<file path="config.mk">
export PLATFORM = sky130hd
export DESIGN_NAME = uart_rx
export DESIGN_NICKNAME = d
export VERILOG_FILES = /design/src/rtl/uart_pkg.sv /design/src/rtl/sync_2ff.sv /design/src/rtl/uart_rx.sv
export SDC_FILE = /design/constraint.sdc
export NUM_CORES = 1
export LEC_CHECK = 0
export BUFFER_PORTS_ARGS = -buffer_cell sky130_fd_sc_hd__buf_2
export CAP_MARGIN = 20
export CELL_PAD_IN_SITES_DETAIL_PLACEMENT = 1
export CELL_PAD_IN_SITES_GLOBAL_PLACEMENT = 1
export CORE_MARGIN = 4
export CORE_UTILIZATION = 35
export CTS_CLUSTER_SIZE = 8
export DETAILED_ROUTE_END_ITERATION = 8
export PLACE_DENSITY = 0.67
export SLEW_MARGIN = 20
export SYNTH_ARGS = -nofsm -noshare
export SYNTH_HDL_FRONTEND = slang
export SYNTH_SLANG_ARGS = --single-unit
</file>
<file path="constraint.sdc">
create_clock -name clk -period 2.5 [get_ports clk]
set_clock_uncertainty 0.05 [all_clocks]
set_input_delay 0.125 -clock clk [delete_from_list [all_inputs] [get_ports clk]]
set_output_delay 0.125 -clock clk [all_outputs]
set_load 0.1 [all_outputs]
</file>
<file path="src/rtl/uart_pkg.sv">
// uart_pkg -- shared definitions for the UART receiver and transmitter.
//   rx_state_t    : receiver FSM state encoding
//   clks_per_bit(): integer clock cycles per serial bit for a given clock/baud pair
package uart_pkg;

    typedef enum logic [2:0] {
        RX_WAIT_HIGH,
        RX_IDLE,
        RX_START,
        RX_DATA,
        RX_STOP
    } rx_state_t;

    function automatic int unsigned clks_per_bit(input int unsigned clk_freq,
                                                 input int unsigned baud_rate);
        return clk_freq / baud_rate;
    endfunction

endpackage

</file>
<file path="src/rtl/sync_2ff.sv">
// sync_2ff -- two-flop synchronizer for a single asynchronous input.
//   clk       : destination clock
//   rst_n     : asynchronous active-low reset, both flops load RESET_VAL
//   d         : asynchronous input
//   q         : synchronized output (two clk edges of latency)
module sync_2ff #(
    parameter logic RESET_VAL = 1'b0
) (
    input  logic clk,
    input  logic rst_n,
    input  logic d,
    output logic q
);

    logic meta;

    always_ff @(posedge clk or negedge rst_n) begin
        if (!rst_n) begin
            meta <= RESET_VAL;
            q    <= RESET_VAL;
        end else begin
            meta <= d;
            q    <= meta;
        end
    end

endmodule

</file>
<file path="src/rtl/uart_rx.sv">
// uart_rx -- 8N1 UART receiver with valid/ready output and sticky error flags.
//   clk       : clock, all logic on rising edge
//   rst_n     : asynchronous active-low reset
//   rx        : asynchronous serial line, idle high
//   rx_ready  : consumer accepts rx_data this cycle
//   clr_err   : one-cycle clear of frame_err and overrun
//   rx_data   : received byte (LSB first on the line)
//   rx_valid  : rx_data holds an unaccepted byte
//   rx_busy   : a frame is being received (START, DATA or STOP)
//   frame_err : sticky, stop bit sampled low
//   overrun   : sticky, byte dropped because rx_valid was still high
module uart_rx
    import uart_pkg::*;
#(
    parameter int unsigned CLK_FREQ  = 125_000_000,
    parameter int unsigned BAUD_RATE = 115200
) (
    input  logic       clk,
    input  logic       rst_n,
    input  logic       rx,
    input  logic       rx_ready,
    input  logic       clr_err,
    output logic [7:0] rx_data,
    output logic       rx_valid,
    output logic       rx_busy,
    output logic       frame_err,
    output logic       overrun
);

    localparam int unsigned CLKS_PER_BIT = clks_per_bit(CLK_FREQ, BAUD_RATE);
    localparam int unsigned HALF_BIT     = CLKS_PER_BIT / 2;
    localparam logic [15:0] BIT_LAST     = 16'(CLKS_PER_BIT - 1);
    localparam logic [15:0] HALF_LAST    = 16'(HALF_BIT - 1);

    if (CLKS_PER_BIT < 4 || CLKS_PER_BIT > 65535) begin : g_bad_baud
        $fatal(1, "uart_rx: CLK_FREQ/BAUD_RATE must be within 4..65535");
    end

    rx_state_t   state, state_nxt;
    logic [15:0] cnt, cnt_nxt;
    logic [2:0]  bit_idx, bit_idx_nxt;
    logic [7:0]  shreg, shreg_nxt;
    logic        rxs;
    logic        deliver;
    logic        ferr_set;
    logic        ovr_set;

    sync_2ff #(
        .RESET_VAL (1'b1)
    ) u_sync (
        .clk   (clk),
        .rst_n (rst_n),
        .d     (rx),
        .q     (rxs)
    );

    always_ff @(posedge clk or negedge rst_n) begin
        if (!rst_n) begin
            state   <= RX_WAIT_HIGH;
            cnt     <= '0;
            bit_idx <= '0;
            shreg   <= '0;
        end else begin
            state   <= state_nxt;
            cnt     <= cnt_nxt;
            bit_idx <= bit_idx_nxt;
            shreg   <= shreg_nxt;
        end
    end

    always_comb begin
        state_nxt   = state;
        cnt_nxt     = cnt;
        bit_idx_nxt = bit_idx;
        shreg_nxt   = shreg;
        deliver     = 1'b0;
        ferr_set    = 1'b0;
        unique case (state)
            RX_WAIT_HIGH: begin
                if (rxs) state_nxt = RX_IDLE;
            end
            RX_IDLE: begin
                if (!rxs) begin
                    state_nxt = RX_START;
                    cnt_nxt   = '0;
                end
            end
            RX_START: begin
                if (cnt == HALF_LAST) begin
                    cnt_nxt = '0;
                    // Still low at mid start bit: genuine frame; otherwise a glitch.
                    if (!rxs) begin
                        state_nxt   = RX_DATA;
                        bit_idx_nxt = '0;
                    end else begin
                        state_nxt = RX_IDLE;
                    end
                end else begin
                    cnt_nxt = cnt + 16'd1;
                end
            end
            RX_DATA: begin
                if (cnt == BIT_LAST) begin
                    cnt_nxt   = '0;
                    // Right shift: the first (LSB) bit ends up in bit 0 after eight samples.
                    shreg_nxt = {rxs, shreg[7:1]};
                    if (bit_idx == 3'd7) begin
                        state_nxt = RX_STOP;
                    end else begin
                        bit_idx_nxt = bit_idx + 3'd1;
                    end
                end else begin
                    cnt_nxt = cnt + 16'd1;
                end
            end
            RX_STOP: begin
                if (cnt == BIT_LAST) begin
                    cnt_nxt = '0;
                    if (rxs) begin
                        deliver   = 1'b1;
                        state_nxt = RX_IDLE;
                    end else begin
                        ferr_set  = 1'b1;
                        state_nxt = RX_WAIT_HIGH;
                    end
                end else begin
                    cnt_nxt = cnt + 16'd1;
                end
            end
            default: state_nxt = RX_WAIT_HIGH;
        endcase
    end

    assign rx_busy = (state == RX_START) || (state == RX_DATA) || (state == RX_STOP);

    // A new byte is dropped only if the previous one is still held and not taken this cycle.
    assign ovr_set = deliver && rx_valid && !rx_ready;

    always_ff @(posedge clk or negedge rst_n) begin
        if (!rst_n) begin
            rx_data   <= '0;
            rx_valid  <= 1'b0;
            frame_err <= 1'b0;
            overrun   <= 1'b0;
        end else begin
            if (deliver && (!rx_valid || rx_ready)) begin
                rx_data  <= shreg;
                rx_valid <= 1'b1;
            end else if (rx_valid && rx_ready) begin
                rx_valid <= 1'b0;
            end

            if (ferr_set) begin
                frame_err <= 1'b1;
            end else if (clr_err) begin
                frame_err <= 1'b0;
            end

            if (ovr_set) begin
                overrun <= 1'b1;
            end else if (clr_err) begin
                overrun <= 1'b0;
            end
        end
    end

endmodule

</file>
# Word level (Yosys, flattened, before mapping)
# Index checks and enable logic that the tools add are counted.
[word_totals] register_bits=43 inputBits=5 out_inout_bits=12
[op_classes] n_addsub=2 eq_ne=15 muxes=29 n_reduce_logical=20
[op_table] op="16-bit two-way mux" count=3
[op_table] op="16-bit one-hot mux with 3 select lines" count=1
[op_table] op="3-bit two-way mux" count=10
[op_table] op="16-bit by 1-bit adder with 16-bit output (second input constant)" count=1
[op_table] op="16-bit by 10-bit equality test with 1-bit output (second input constant)" count=1
[op_table] op="16-bit by 11-bit equality test with 1-bit output (second input constant)" count=1
[op_table] op="3-bit one-hot mux with 5 select lines" count=1
[op_table] op="2-bit != test (second input constant)" count=7
[op_table] op="1-bit two-way mux" count=12
[op_table] op="2-bit nonzero test" count=4
[op_table] op="3-bit by 2-bit equality test with 1-bit output (second input constant)" count=2
[op_table] op="3-bit equality test (second input constant)" count=2
[op_table] op="3-bit one-hot mux with 2 select lines" count=1
[op_table] op="6-bit AND reduction" count=1
[op_table] op="5-bit AND reduction" count=1
[op_table] op="1-bit logical AND" count=4
[op_table] op="2-bit AND reduction" count=2
[op_table] op="3-bit by 1-bit adder with 3-bit output (second input constant)" count=1
[op_table] op="3-bit by 1-bit equality test with 1-bit output (second input constant)" count=1
[op_table] op="3-bit zero test" count=1
[op_table] op="1-bit logical OR" count=3
[op_table] op="3-bit nonzero test" count=1
[op_table] op="1-bit zero test" count=2
[op_table] op="2-bit two-way mux" count=1
[op_table] op="2 further kinds" count=2

# Depth between registers and ports, before layout
# Gate-level depths: netlist of the first run.
[logic_depth] depth_word=6 ltp_mapped=8 depth_no_buf=7

# Modules after synthesis
# From an unflattened synthesis of the first run, not the netlist that was laid out.
[hier_totals] cells_unflattened=199 area_unflattened_um2=2150.8
[by_module_without_submodules] module="uart_rx" instances=1 cells_each=197 area_per_inst_um2=2098.3 seq_area_each_um2=1026.0
[by_module_without_submodules] module="sync_2ff" instances=1 cells_each=2 area_per_inst_um2=52.6 seq_area_each_um2=52.6

# Worst setup path before layout of the first run
# OpenSTA, ideal clock, no wires.
[synth_path] kind="register to register" startpoint="register cnt[1]" endpoint="register cnt[7]" setup_ns=0.121 arrival_time_ns=1.862 required_ns=2.329 path_slack_ns=0.467 stages_incl_launch_ff=8 n_path_buf=1 cell_sequence="dfrtp_1 > inv_1 > ha_1 > nor4bb_1 > a21boi_0 > or4_1 > buf_2 > a22o_1"
[synth_between] elab_chain_len=3 elab_cells_between_ends=6 classes_between="add/sub (1); eq/ne (2); mux (3)"
[synth_rtl] element="start: declaration" line="uart_rx.sv:40" text="logic [15:0] cnt, cnt_nxt;"
[synth_rtl] element="start signal: assignment" line="uart_rx.sv:65" text="cnt <= cnt_nxt;"
[synth_rtl] element="16-bit by 1-bit adder with 16-bit output, or another cell as far along" line="uart_rx.sv:99, uart_rx.sv:113, uart_rx.sv:127"
[synth_rtl] element="16-bit two-way mux (on tied branches)" line="uart_rx.sv:103, uart_rx.sv:117, uart_rx.sv:89"
[synth_rtl] element="16-bit one-hot mux with 3 select lines (*)" line="uart_rx.sv:78" text="unique case (state)"
# Every way passes the cells marked *; elsewhere a longest branch is shown, timed or not.
# A chain may end at the register's enable or synchronous reset.

# Worst setup path after layout of the first run
[layout_path] startpoint="register cnt[1]" endpoint="register cnt[4]"
# Same word-level chain as after synthesis.

==> metrics.yaml, run 1 <==
logic_synthesis:
  yosysWarnings: 0
  synthArstFlopShare_pct: 100.0
  synthXorXnorAreaFrac_pct: 1.586
  synthSimpleGateAreaFrac_pct: 18.74
  synth_mux_area_share_pct: 10.02
  synth_cell_types: 47
  ys_seq_area_share_pct: 48.81
  synthAdderAreaFrac_pct: 2.831
  synth_top_area_cell: "dfrtp_1"
  ys.flop_type: "dfrtp_1"
  syn_avg_cell_area_sq_um: 10.99
  synth-compound-area-share_pct: 13.76
  syn_nets: 211
  syn_inst: 201
  synth-seq-cells: 43
  synth_edf_count: 0
  yosysTopAreaCellShare_pct: 46.43
  synth_top_family_by_area: "simple AND/OR/NAND/NOR gates"
  synth_area_leaders: "dfrtp_1, mux2_4, mux2_2, ha_1, a21oi_1"
  syn_area_sq_um: 2210
cts:
  post-cts-setup-buffers: 0
  cts_buffer_depth: 2
  path_clk_slew_ps: 90
  cts_root_buffer: "clkbuf_8"
  cts-buffers-inserted: 5
  clock_latency_ps: 290
  tritoncts: "done"
  cts_htree_levels: 2
  cts_num_sinks: 43
sta:
  setup_viol: 0
  slew_headroom_pct: 50.02
  finalHoldViolCount: 0
  worstMarginPinSlew_ps: 744.7
  tns_ps: 0
  fmax_mhz: 445.9
  rsz0062_at_grt: "false"
  whs_ps: 50.28
  fin_crit_ps: 2242
  period_share_pct: 89.70
  slew_violations: 0
placement:
  dp_hpwl_microns: 3403
  portBuffers: 16
  place_congestion: 0.7174
  place_area_sq_um: 2349
critical_path:
  r2r_slack_ps: 260
  crit_type: "reg -> reg"
  cp_max_fo: 9
  r2r-end: "cnt[4]"
  r2r_cells: 7
  cp.required_ps: 2630
  start_kind: "flop"
  reg2reg_from: "cnt[1]"
  crit_arrival_ps: 2370
  endpoint_kind: "flop"
finish:
  finalInstanceArea_sq_um: 2487
  antennaDiodeCount: 0
  seq_area_sq_um: 1079
  area_growth_pct: 12.57
  fill_cells: 675
  post-route-util_pct: 41.28
  drive_above_1_share_pct: 25.79
  multi_input_area_sq_um: 1047
  final_nets: 230
power_and_ir_drop:
  cellPowerDensity_nw_per_um2: 707.5
  ir_worst_vdd_uv: 360.2
  power_leakage_nw: 1.182
  power_mw: 1.760
die:
  ios: 17
  dieArea_sq_um: 7648
  die-width_microns: 87.46
  rows: 28
  start_util_pct: 36.67
  die_h_microns: 87.46
  core_sq_um: 6026
route:
  route.detailed.drc: 0
  vias_per_cell: 5.375
  drt_pass1_iterations: 3
  ant_nets: 0
  dr_total_vias: 1591
  drt-wirelength-per-cell_microns: 16.57
  drt-total-wl_microns: 4905
  drt_iter0_markers: 37
global_route:
  grt_pass1_vias: 1597
  overflow: 0
  grt_pass1_wl_microns: 8231
  antenna_found_initial: 0
  grt_usage_pct: 13.93
  grt_max_degree: 44
worst_hold_path:
  hold_start: "clr_err"
  hold_end: "overrun"
  hp-class: "in -> reg"
  whs_path_depth: 3
flow_run:
  cap_violations: 0
outcome:
  status: "complete, no violations"
worst max-delay path by stage:
stage / end / slack, ps / cells after the start / startpoint
2_1_floorplan: cnt[7] / 470 / 7 / cnt[1]
3_3_place_gp: cnt[4] / 240 / 7 / cnt[1]
3_5_place_dp: cnt[4] / 120 / 7 / cnt[1]
4_1_cts: cnt[4] / 100 / 7 / cnt[1]
5_1_grt: cnt[8] / 110 / 8 / cnt[1]
6_report: cnt[4] / 260 / 7 / cnt[1]
synth_stat cells (5+ instances only):
cell type	count
nand3_1	8
a22o_1	6
nor3_1	6
dfrtp_1	41
nor3b_1	5
mux2_4	8
mux2_2	9
nor2_1	8
buf_2	5
a21o_1	5
o21ai_1	11
o21ai_0	8
inv_1	8
a21oi_1	11
nor4_1	5
ha_1	5
nand2_1	13
power by group:
part / internal (mW) / leakage, nW / switching, mW
logic: 0.141 / 0.549 / 0.216
clock network: 0.298 / 0.0581 / 0.247
registers: 0.757 / 0.575 / 0.102
total: 1.20 / 1.18 / 0.564
sequential cells by signal (all words and copies together) (netlist names):
name,cells
rx_data,8
overrun,1
u_sync.q,1
shreg,8
bit_idx,3
rx_valid,1
frame_err,1
cnt,16
u_sync.meta,1
state,3
cell type report:
class,instances,share of cell area [%]
sequential,43,43.36
multi-input combinational,141,42.10
timing repair buffer,21,5.030
tap,75,3.773
clock buffer,5,2.767
clock inverter,3,1.761
inverter,8,1.207
cell usage in the layout, fill, tap and decap left out, drive strengths merged, types with 2 or more instances in the layout:
master / netlist / layout
dfrtp: 41 / 41
buf: 8 / 19
o21ai: 19 / 19
mux2: 17 / 17
nand2: 14 / 14
a21oi: 11 / 11
nand3: 9 / 9
inv: 8 / 8
nor2: 8 / 8
nor3: 7 / 7
nor4: 7 / 7
a22o: 6 / 6
nor3b: 5 / 5
a21o: 5 / 5
ha: 5 / 5
clkbuf: 1 / 5
xor2: 3 / 3
or3: 3 / 3
nand4: 2 / 2
dlygate4sd3: 0 / 2
dfstp: 2 / 2
and2: 2 / 2
or4: 2 / 2
clkinv: 0 / 2
repair_timing:
action                                 4_1_cts  5_1_grt
resized for setup                            0        1
setup endpoints to repair                    0        1
endpoints found under the hold margin       42        0
hold buffers                                 2        0
critical path, cell delays in order, from the launching register on:
cell      delay, ps
dfrtp_1         410
inv_1           120
ha_1            160
nor4bb_1        330
a21boi_0        200
or4_4           600
a21oi_1         180
o21ai_1          80
kinds of logic (layout without fill, tap and decap cells):
family                   after synthesis  in the layout
adder cells (fa/ha/maj)                5              5
AO/OA/AOI/OAI                         48             48
AND/OR/NAND/NOR                       67             67
buffers and inverters                 17             37
multiplexers                          17             17
flip-flops                            43             43
XOR/XNOR                               4              4
layer usage:
layer  vias to the layer above  share of wire, %  routed length, microns  track usage, %
met1                       805                49                    2388           18.72
met2                        12                48                    2363           22.60
li1                        768                 -                       -               -
met4                         0               1.2                      57           4.045
met3                         6               2.0                      96           2.933
met5                         -                 0                       0               0
metrics by stage:
| step | instances | setup WS [ps] |
|---|---|---|
| after floorplan | 201 | 467.2 |
| after global placement | 286 | 243.1 |
| after detailed placement | 286 | 115.5 |
| after CTS | 296 | 98.43 |
| after global routing | 296 | 109.7 |
| final | 296 | 257.5 |
Power figures use the tool's default switching activity.
==> run 2: changes to the inputs <==
Settings changed: ABC_AREA from default to 1, PLACE_DENSITY 0.67 to 0.71.
==> run 2 against run 1 <==
Compared with the run above:
- sequential power fell by 6.2%
- first-iteration DRC count rose by 51%
- global-route usage rose by 0.50 points
- maximum frequency rose by 22%
- non-clock buffer count fell by 1
- count of clock-buffer cells in the layout did not move
- routed wire length rose by 15%
- via count rose by 24%
- flip-flop and latch count did not move
- critical endpoint is now cnt[2]
- largest power group unchanged
- highest routed layer unchanged
==> metrics.yaml, run 2 <==
critical_path:
  crit_start: "cnt[1]"
  cp_max_fo: 8
  crit_arrival_ps: 1970
  crit_type: "reg -> reg"
  reg2reg_from: "cnt[1]"
  endpoint_kind: "flop"
  cp.required_ps: 2630
  start_kind: "flop"
power_and_ir_drop:
  ir_worst_vdd_uv: 291.6
  power_leakage_nw: 1.298
  p_switching_uw: 894.3
  power_frac_seq_pct: 36.2
  p_clk_share_pct: 29.2
  p_sw_share_pct: 40.18
  p_comb_share_pct: 34.6
  p_int_mw: 1.331
  cellPowerDensity_nw_per_um2: 832.4
sta:
  finalHoldViolCount: 0
  slew_headroom_pct: 66.09
  worstMarginPinSlew_ps: 508.7
  tns_ps: 0
  slew_violations: 0
  rsz0062_at_grt: "false"
  setup_viol: 0
  fmax_mhz: 544.9
  fin_crit_ps: 1835
  period_share_pct: 73.41
route:
  vias_per_cell: 4.913
  drt-total-wl_microns: 5633
  dr_total_vias: 1975
  drt-wirelength-per-cell_microns: 14.01
  drt_iter0_markers: 56
  route.detailed.drc: 0
  ant_nets: 0
  drt_pass1_iterations: 4
logic_synthesis:
  synthSimpleGateAreaFrac_pct: 31.32
  synthArstFlopShare_pct: 100.0
  syn_nets: 311
  synthXorXnorAreaFrac_pct: 2.241
  syn_avg_cell_area_sq_um: 7.790
  synth-compound-area-share_pct: 9.072
  yosysWarnings: 0
  synth_edf_count: 0
  synth_cell_types: 27
  ys.flop_type: "dfrtp_1"
  synth_top_area_cell: "dfrtp_1"
  synth-seq-cells: 43
  syn_area_sq_um: 2345
  synthTopCellsByCount: "nand2_1, dfrtp_1, inv_1"
  yosysTopAreaCellShare_pct: 43.76
  synth_mux_area_share_pct: 0
  synth_area_leaders: "dfrtp_1, nand2_1, inv_1, nand3_1, nor2_1"
  yosys.cell_count.top_type: "nand2_1"
  synthAdderAreaFrac_pct: 2.668
  ys_seq_area_share_pct: 46.00
  syn_inst: 301
  synth_top_family_by_area: "simple AND/OR/NAND/NOR gates"
finish:
  final_nets: 334
  top_register: "cnt"
  reg_top3: "cnt x16, rx_data x8, shreg x8"
  final_common_cell: "nand2_1"
  area_growth_pct: 14.03
  layout.cells.non_filler: 402
  antennaDiodeCount: 0
  final_cell_mix: "nand2_1, dfrtp_1, inv_1"
  post-route-util_pct: 41.63
  largest_register_ffs: 16
  drive_above_1_share_pct: 19.08
placement:
  dp_cells: 390
  dp_hpwl_microns: 4104
  portBuffers: 16
  place_congestion: 0.8396
cts:
  cts_root_buffer: "clkbuf_8"
  path_clk_slew_ps: 80
  clock_latency_ps: 300
  cts_num_sinks: 43
  cts_htree_levels: 2
  cts-buffers-inserted: 5
  cts_buffer_depth: 2
  tritoncts: "done"
global_route:
  grt_pass1_wl_microns: 9591
  grt_max_degree: 44
  grt_pass1_vias: 1994
  overflow: 0
  antenna_found_initial: 0
  grt_usage_pct: 14.43
worst_hold_path:
  hold_start: "rx_ready"
  hp-class: "in -> reg"
die:
  ios: 17
  start_util_pct: 36.51
  core_sq_um: 6422
  dieArea_sq_um: 8073
  rows: 29
  die-width_microns: 89.85
  die_h_microns: 89.85
outcome:
  status: "complete, no violations"
flow_run:
  cap_violations: 0
[run 2: cell count changes after synthesis, sizes merged, moves of 6 or more]
cell   change
nand2     +79
inv       +34
o21ai     +11
mux2      -17
a21oi      -8
nand3     +18
nor2      +29
nor4       -7
a22o       -6
[run 2: power groups by stage]
stage               sequential (mW)  clock [mW]  combinational, mW
floorplan                     0.802           0              0.604
detailed placement            0.815           0              0.758
global route                  0.813       0.709              0.870
finish                        0.806       0.650              0.770
global placement              0.812           0              0.751
CTS                           0.804       0.671              0.777
[run 2: timing repair]
| action | in CTS | in global routing |
|---|---|---|
| gates resized for setup | 0 | 0 |
| buffers inserted | 0 | 0 |
| endpoints found under the hold margin | 44 | 0 |
| hold buffers | 3 | 0 |
[run 2: final timing paths]
check / endpoint / slack, ps / cells after the start
setup / recovery: cnt[2] / 660 / 11
hold / removal: rx_valid / 140 / 4
setup reg to reg: cnt[2] / 660 / 11
hold reg to reg: u_sync.q / 310 / 0
max in group asynchronous: u_sync.q / 1550 / 3
min in group asynchronous: cnt[10] / 270 / 2
[run 2: cell families after synthesis]
family	Yosys count
AOI/OAI and AO/OA	35
adders and majority gates	5
and+or+nand+nor	165
xor gates and xnor gates	6
buffers and inverters	47
DFF	43
[run 2: per-stage QoR]
stage / worst slack (ps) / total power [mW] / hold WS [ps] / cell area [sq um]
after global placement: 761.7 / 1.563 / 182.3 / 2480
final: 664.7 / 2.226 / 140.6 / 2674
after floorplan: 765.6 / 1.406 / -220.6 / 2345
after CTS: 678.3 / 2.253 / 140.1 / 2646
after global routing: 488.4 / 2.391 / 186.6 / 2674
after detailed placement: 705.7 / 1.574 / 181.7 / 2480
[run 2: worst max-delay path: stages (launching register included)]
cell	delay, ps
dfrtp_1	420
inv_1	130
ha_1	170
inv_1	60
nor2_1	90
nand2_1	60
nor2_1	120
nand2_2	120
nand2_1	90
nand2_2	140
nor2_4	200
nor2_1	80
[run 2: area by class of cell]
type | count | area [sq um]
Clock buffer | 5 | 68.82
Clock inverter | 3 | 67.56
Fill cell | 797 | 3749
Inverter | 43 | 162.7
Multi-Input combinational cell | 211 | 1062
Sequential cell | 43 | 1079
Tap cell | 77 | 96.34
Timing Repair Buffer | 20 | 137.6
[run 2: per-layer routing]
| metal | up-vias | share of wire, % | wire length (microns) | global-route usage [%] |
|---|---|---|---|---|
| met5 | - | 0 | 0 | 0 |
| li1 | 988 | - | - | - |
| met2 | 24 | 47 | 2662 | 23.31 |
| met1 | 955 | 49 | 2733 | 19.09 |
| met4 | 0 | 1.3 | 75 | 4.592 |
| met3 | 8 | 2.9 | 162 | 3.506 |
